File: src/rtl/mem_stage_if.sv
// Execute -> memory-stage bundle: execute beat, data-memory req/ack port and write-back beat.
// The slave modport is the stage itself; master is the surrounding pipeline/memory.
interface mem_stage_if #(
  parameter int ADDR_W = 10,
  parameter int RD_W   = 5
);
  logic              ex_vld;
  logic              ex_rdy;
  logic [31:0]       ex_x_rd;
  logic              ex_x_rd_vld;
  logic [RD_W-1:0]   ex_rd_idx;
  logic [ADDR_W-1:0] ex_mem_addr;
  logic [3:0]        ex_mem_rden;
  logic [3:0]        ex_mem_wren;
  logic [31:0]       ex_mem_wrdata;

  logic              dmem_req;
  logic              dmem_we;
  logic [3:0]        dmem_be;
  logic [ADDR_W-1:0] dmem_addr;
  logic [31:0]       dmem_wdata;
  logic              dmem_ack;
  logic [31:0]       dmem_rdata;

  logic              wb_vld;
  logic [RD_W-1:0]   wb_rd_idx;
  logic [31:0]       wb_data;

  modport slave (
    input  ex_vld, ex_x_rd, ex_x_rd_vld, ex_rd_idx,
    input  ex_mem_addr, ex_mem_rden, ex_mem_wren, ex_mem_wrdata,
    output ex_rdy,
    output dmem_req, dmem_we, dmem_be, dmem_addr, dmem_wdata,
    input  dmem_ack, dmem_rdata,
    output wb_vld, wb_rd_idx, wb_data
  );

  modport master (
    output ex_vld, ex_x_rd, ex_x_rd_vld, ex_rd_idx,
    output ex_mem_addr, ex_mem_rden, ex_mem_wren, ex_mem_wrdata,
    input  ex_rdy,
    input  dmem_req, dmem_we, dmem_be, dmem_addr, dmem_wdata,
    output dmem_ack, dmem_rdata,
    input  wb_vld, wb_rd_idx, wb_data
  );
endinterface

File: src/rtl/mem_stage.sv
// Memory-access / write-back-select stage: ALU results pass through, loads/stores use a req/ack port.
// Define MEM_TIMEOUT_EN to abort a WAIT that sees no ack within MAX_WAIT cycles (sets error).
module mem_stage #(
  parameter int ADDR_W = 10,
  parameter int RD_W   = 5
`ifdef MEM_TIMEOUT_EN
  ,
  parameter int MAX_WAIT = 15
`endif
) (
  input  logic        clk,
  input  logic        rst,
  mem_stage_if.slave  bus,
  output logic        error
);

  typedef enum logic {
    IDLE = 1'b0,
    WAIT = 1'b1
  } state_t;

  state_t          state;
  state_t          state_nxt;
  logic            accept;
  logic            has_rd;
  logic            has_wr;
  logic            is_alu;
  logic            is_mem;
  logic            is_bad;
  logic            mem_done;
  logic            timeout;
  logic [RD_W-1:0] req_rd_idx;
  logic [31:0]     load_data;

  assign bus.ex_rdy = (state == IDLE);
  assign accept     = bus.ex_vld && bus.ex_rdy;
  assign has_rd     = |bus.ex_mem_rden;
  assign has_wr     = |bus.ex_mem_wren;
  assign is_alu     = accept && !has_rd && !has_wr;
  assign is_mem     = accept && (has_rd ^ has_wr);
  assign is_bad     = accept && has_rd && has_wr;
  assign mem_done   = (state == WAIT) && bus.dmem_ack;

`ifdef MEM_TIMEOUT_EN
  localparam int CNT_W = $clog2(MAX_WAIT + 1);

  logic [CNT_W-1:0] wait_cnt;

  // Fires on the cycle the count would reach MAX_WAIT, i.e. after MAX_WAIT ack-less WAIT cycles.
  assign timeout = (state == WAIT) && !bus.dmem_ack && (wait_cnt == CNT_W'(MAX_WAIT - 1));

  always_ff @(posedge clk) begin
    if (rst) begin
      wait_cnt <= '0;
    end else if (is_mem) begin
      wait_cnt <= '0;
    end else if ((state == WAIT) && !bus.dmem_ack) begin
      wait_cnt <= wait_cnt + 1'b1;
    end
  end
`else
  assign timeout = 1'b0;
`endif

  // NOTE: sequential state uses non-blocking assignments so every register samples pre-edge values.
  always_ff @(posedge clk) begin
    if (rst) begin
      state <= IDLE;
    end else begin
      state <= state_nxt;
    end
  end

  // NOTE: every always_comb output gets a default first so no path leaves it unassigned (no latch).
  always_comb begin
    state_nxt = state;
    case (state)
      IDLE:    if (is_mem) state_nxt = WAIT;
      WAIT:    if (mem_done || timeout) state_nxt = IDLE;
      default: state_nxt = IDLE;
    endcase
  end

  // Lanes not enabled for the load read back as zero.
  always_comb begin
    load_data = '0;
    for (int i = 0; i < 4; i++) begin
      if (bus.dmem_be[i]) load_data[8*i +: 8] = bus.dmem_rdata[8*i +: 8];
    end
  end

  always_ff @(posedge clk) begin
    if (rst) begin
      bus.dmem_req   <= 1'b0;
      bus.dmem_we    <= 1'b0;
      bus.dmem_be    <= '0;
      bus.dmem_addr  <= '0;
      bus.dmem_wdata <= '0;
      bus.wb_vld     <= 1'b0;
      bus.wb_rd_idx  <= '0;
      bus.wb_data    <= '0;
      req_rd_idx     <= '0;
      error          <= 1'b0;
    end else begin
      bus.wb_vld <= 1'b0;

      if (is_alu) begin
        bus.wb_vld    <= bus.ex_x_rd_vld && (bus.ex_rd_idx != '0);
        bus.wb_rd_idx <= bus.ex_rd_idx;
        bus.wb_data   <= bus.ex_x_rd;
      end

      // Request fields are captured once and held untouched for the whole WAIT.
      if (is_mem) begin
        bus.dmem_req   <= 1'b1;
        bus.dmem_we    <= has_wr;
        bus.dmem_be    <= has_wr ? bus.ex_mem_wren : bus.ex_mem_rden;
        bus.dmem_addr  <= bus.ex_mem_addr;
        bus.dmem_wdata <= bus.ex_mem_wrdata;
        req_rd_idx     <= bus.ex_rd_idx;
      end

      if (is_bad) error <= 1'b1;

      if (mem_done) begin
        bus.dmem_req <= 1'b0;
        if (!bus.dmem_we) begin
          bus.wb_vld    <= (req_rd_idx != '0);
          bus.wb_rd_idx <= req_rd_idx;
          bus.wb_data   <= load_data;
        end
      end

      if (timeout) begin
        bus.dmem_req <= 1'b0;
        error        <= 1'b1;
      end
    end
  end

endmodule

File: src/flat_wrapper.sv
// flat-port wrapper written by rule: the top's interface ports become plain ports
module mem_stage_flat 
#(
  parameter int ADDR_W = 10,
  parameter int RD_W   = 5

)
  (clk, rst, error, bus_ex_vld, bus_ex_x_rd, bus_ex_x_rd_vld, bus_ex_rd_idx, bus_ex_mem_addr, bus_ex_mem_rden, bus_ex_mem_wren, bus_ex_mem_wrdata, bus_ex_rdy, bus_dmem_req, bus_dmem_we, bus_dmem_be, bus_dmem_addr, bus_dmem_wdata, bus_dmem_ack, bus_dmem_rdata, bus_wb_vld, bus_wb_rd_idx, bus_wb_data);
  mem_stage_if #(.ADDR_W(ADDR_W), .RD_W(RD_W)) bus_i ();
  input  logic clk;
  input  logic rst;
  output logic error;
  input wire logic [$bits(bus_i.ex_vld)-1:0] bus_ex_vld;
  input wire logic [$bits(bus_i.ex_x_rd)-1:0] bus_ex_x_rd;
  input wire logic [$bits(bus_i.ex_x_rd_vld)-1:0] bus_ex_x_rd_vld;
  input wire logic [$bits(bus_i.ex_rd_idx)-1:0] bus_ex_rd_idx;
  input wire logic [$bits(bus_i.ex_mem_addr)-1:0] bus_ex_mem_addr;
  input wire logic [$bits(bus_i.ex_mem_rden)-1:0] bus_ex_mem_rden;
  input wire logic [$bits(bus_i.ex_mem_wren)-1:0] bus_ex_mem_wren;
  input wire logic [$bits(bus_i.ex_mem_wrdata)-1:0] bus_ex_mem_wrdata;
  output wire logic [$bits(bus_i.ex_rdy)-1:0] bus_ex_rdy;
  output wire logic [$bits(bus_i.dmem_req)-1:0] bus_dmem_req;
  output wire logic [$bits(bus_i.dmem_we)-1:0] bus_dmem_we;
  output wire logic [$bits(bus_i.dmem_be)-1:0] bus_dmem_be;
  output wire logic [$bits(bus_i.dmem_addr)-1:0] bus_dmem_addr;
  output wire logic [$bits(bus_i.dmem_wdata)-1:0] bus_dmem_wdata;
  input wire logic [$bits(bus_i.dmem_ack)-1:0] bus_dmem_ack;
  input wire logic [$bits(bus_i.dmem_rdata)-1:0] bus_dmem_rdata;
  output wire logic [$bits(bus_i.wb_vld)-1:0] bus_wb_vld;
  output wire logic [$bits(bus_i.wb_rd_idx)-1:0] bus_wb_rd_idx;
  output wire logic [$bits(bus_i.wb_data)-1:0] bus_wb_data;
  assign bus_i.ex_vld = bus_ex_vld;
  assign bus_i.ex_x_rd = bus_ex_x_rd;
  assign bus_i.ex_x_rd_vld = bus_ex_x_rd_vld;
  assign bus_i.ex_rd_idx = bus_ex_rd_idx;
  assign bus_i.ex_mem_addr = bus_ex_mem_addr;
  assign bus_i.ex_mem_rden = bus_ex_mem_rden;
  assign bus_i.ex_mem_wren = bus_ex_mem_wren;
  assign bus_i.ex_mem_wrdata = bus_ex_mem_wrdata;
  assign bus_ex_rdy = bus_i.ex_rdy;
  assign bus_dmem_req = bus_i.dmem_req;
  assign bus_dmem_we = bus_i.dmem_we;
  assign bus_dmem_be = bus_i.dmem_be;
  assign bus_dmem_addr = bus_i.dmem_addr;
  assign bus_dmem_wdata = bus_i.dmem_wdata;
  assign bus_i.dmem_ack = bus_dmem_ack;
  assign bus_i.dmem_rdata = bus_dmem_rdata;
  assign bus_wb_vld = bus_i.wb_vld;
  assign bus_wb_rd_idx = bus_i.wb_rd_idx;
  assign bus_wb_data = bus_i.wb_data;
  mem_stage #(.ADDR_W(ADDR_W), .RD_W(RD_W)) u_core (.clk(clk), .rst(rst), .bus(bus_i), .error(error));
endmodule
File: config.mk
export PLATFORM = sky130hd
export DESIGN_NAME = mem_stage_flat
export DESIGN_NICKNAME = d
export VERILOG_FILES = /design/src/rtl/mem_stage_if.sv /design/src/rtl/mem_stage.sv /design/src/flat_wrapper.sv
export SDC_FILE = /design/constraint.sdc
export NUM_CORES = 1
export LEC_CHECK = 0
export ABC_AREA = 1
export CAP_MARGIN = 25
export CORE_ASPECT_RATIO = 1.5
export CORE_MARGIN = 4
export CORE_UTILIZATION = 42
export CTS_BUF_LIST = sky130_fd_sc_hd__clkbuf_8
export CTS_CLUSTER_DIAMETER = 60
export CTS_CLUSTER_SIZE = 28
export DETAILED_ROUTE_END_ITERATION = 12
export PLACE_DENSITY_LB_ADDON = 0.12
export RECOVER_POWER = 100
export SYNTH_ARGS = -nofsm -noshare
export SYNTH_HDL_FRONTEND = slang
export SYNTH_SLANG_ARGS = --single-unit
File: constraint.sdc
create_clock -name clk -period 1.7 [get_ports clk]
set_input_delay 0.34 -clock clk [delete_from_list [all_inputs] [get_ports clk]]
set_output_delay 0.34 -clock clk [all_outputs]
set_load 0.05 [all_outputs]
==> flow_summary.ini, run 1 <==
[critical_path]
path_max_fanout = 10
arrival_ns = 1.20
slowest_delay_ns = 0.64
critPathTopFamily = flip-flops
startpoint = u_core.bus.dmem_be[1]
critical_path_class = reg -> out
r2r-start = u_core.state
crit_buf_inv = 1
slowest_stage = dfxtp_1
crit_chain = buf_12
startpoint_type = register
required_ns = 1.36
worstSetupEndpointType = output pin

[yosys]
synthXorXnorAreaFrac = 0
synth-seq-cells = 93
synthSimpleGateAreaFrac = 0.3770
synth.distinct_cells = 21
synth_mux_area_frac = 0
synth_top_family_by_area = simple AND/OR/NAND/NOR gates
syn_avg_cell_area_sq_um = 6.379
syn_inst = 692
yosys_warnings = 0
syn_area_sq_mm = 0.004414
synth_compound_area_frac = 0.05612
synth-adder-area-share = 0
seq_area_frac_synth = 0.4218
synthesis.nets = 816

[cells_and_area]
final_cell_mix = nand2_1 (219), clkdlybuf4s50_1 (123), nor2_1 (107)
syn2layout_area_growth_pct = 48.04
drive_above_1_share = 0.1381
nets = 1024
fin_area_sq_mm = 0.006535
final_cells = 1047
final_common_cell = nand2_1
final_core_util = 0.6413

[clock_tree]
h-tree-depth = 3
clock-sinks = 93
clock_path_buffers = 2
cts_tree = built
ctsResizeCount = 0
cts_made_buffers = 9
cts.clk_slew.worst_paths_ns = 0.09
cts_hold_buf = 0
cts_setup_buffers = 0
cts-root-buf = clkbuf_8
clk_latency_ns = 0.36

[timing]
hold_viol = 0
slew_headroom = 0.5780
fmax_mhz = 648.0
period_minus_slack_ns = 1.543
finalClockSkew_ns = 0.01255
rsz0062_at_grt = false
maxSlewViolCount = 0
setup-tns-final_ns = 0
whs_ns = 0.4566
post-route-period-util = 0.9078
setup_viol = 0
tightest_slew_ns = 0.6357

[placed_design]
numPortBuffers = 211
hpwl_um = 10220
place_congestion = 0.8138
dp_cells = 1030
place_area_sq_mm = 0.006606

[pwr]
ir_drop_uv = 550.8
p_per_area_mw_per_mm2 = 710.0
p_leak_uw = 0.003461

[floorplanning]
dieWidth_um = 91.71
coreArea_sq_mm = 0.01019
num_rows = 45
initial_core_util = 0.4331
ios = 212
die_h_um = 133.6
die_area_sq_mm = 0.01225

[outcome]
status = finished, final reports clean

[run]
max-cap-violations = 0

[global_routing]
grt_start_max_net_pins = 38
grt_pass1_vias = 4722
grt_pass1_wl_um = 21640
antenna_found_initial = 1
grt_usage = 0.2153
gr-total-overflow = 0

[routing]
vias_per_cell = 4.600
antenna_left = 0
drc = 0
dr.first_iter.drc_count = 109
vias = 4816
wire_per_inst_um = 12.89
drt_pre_antenna_iters = 5
routed_wl_um = 13490

[worst_hold_path]
min-delay-start = u_core.bus.dmem_req
min_path_type = reg -> reg
flip-flops by register name (all words and copies together), names as in the netlist:
signal	count
u_core.error	1
u_core.req_rd_idx	5
u_core.bus.dmem_req	1
u_core.bus.wb_rd_idx	5
u_core.state	1
u_core.bus.dmem_addr	10
u_core.bus.wb_vld	1
u_core.bus.dmem_wdata	32
u_core.bus.dmem_we	1
u_core.bus.wb_data	32
u_core.bus.dmem_be	4
cell usage after synthesis (all sizes together):
cell type / number / area share
nand4: 2 / 0.0028
dfxtp: 93 / 0.42
clkbuf: 13 / 0.011
inv: 99 / 0.084
a21oi: 41 / 0.046
nand2: 221 / 0.19
o21ai: 1 / 0.0011
buf: 29 / 0.050
nand3: 76 / 0.087
o21bai: 4 / 0.0068
nor3: 1 / 0.0011
o21a: 1 / 0.0017
nor2: 111 / 0.097
kinds of logic after synthesis:
| logic type | Yosys count |
|---|---|
| flip-flops | 93 |
| buffers and inverters | 141 |
| AND/OR/NAND/NOR | 411 |
| AO/OA/AOI/OAI | 47 |
metrics by stage:
stage | setup slack [ns] | power [uW]
2_1_floorplan | 0.2332 | 2864
6_report | 0.1567 | 4640
3_5_place_dp | -0.1584 | 3383
4_1_cts | 0.1207 | 4738
3_3_place_gp | -0.05465 | 3371
5_1_grt | 0.06173 | 4867
routing by layer:
layer / track usage / vias to the layer above / share of wire
li1: - / 2494 / -
met1: 0.2251 / 2128 / 0.39
met2: 0.3823 / 162 / 0.50
met3: 0.07062 / 32 / 0.077
met4: 0.1074 / 0 / 0.037
met5: 0 / - / 0
worst paths after layout:
path / endpoint / slack (ns) / cells after the start
min reg2reg: u_core.bus.dmem_req / 0.46 / 2
min: u_core.bus.dmem_req / 0.46 / 2
max reg2reg: u_core.bus.wb_data[11] / 0.30 / 9
max: bus_dmem_be[1] / 0.16 / 1
worst reg2reg max path, cell delays in order (launching register included):
cell and delay, ns:
dfxtp_1 0.33, inv_2 0.07, nand2_1 0.10, nor2_2 0.16, clkbuf_2 0.22, buf_4 0.18
nand3_1 0.08, nand3_1 0.10, nand2_1 0.07, inv_1 0.05
cell type report:
type | count | area (sq um)
diodes | 1 | 2.502
repair buffers | 239 | 2027
clock inverters | 6 | 38.79
clock buffers | 10 | 137.6
multi-input cells | 458 | 1919
inverters | 99 | 371.6
flip-flops and latches | 93 | 1862
fillers | 1012 | 3656
well taps | 141 | 176.4
power by group:
group | leakage, uW | total (uW) | internal (uW) | switching, uW
combinational | 0.00261 | 979 | 432 | 547
sequential | 0.000754 | 2300 | 2250 | 48.9
clock | 0.0000938 | 1360 | 570 | 788
total | 0.00346 | 4640 | 3260 | 1380
(Power assumes the default switching activity.)
==> run 2: changes to the inputs <==
HOLD_SLACK_MARGIN = 0.1   (was default)
==> results of run 2 <==
No change in the layout: final DEF, timing and power equal those of run 1.
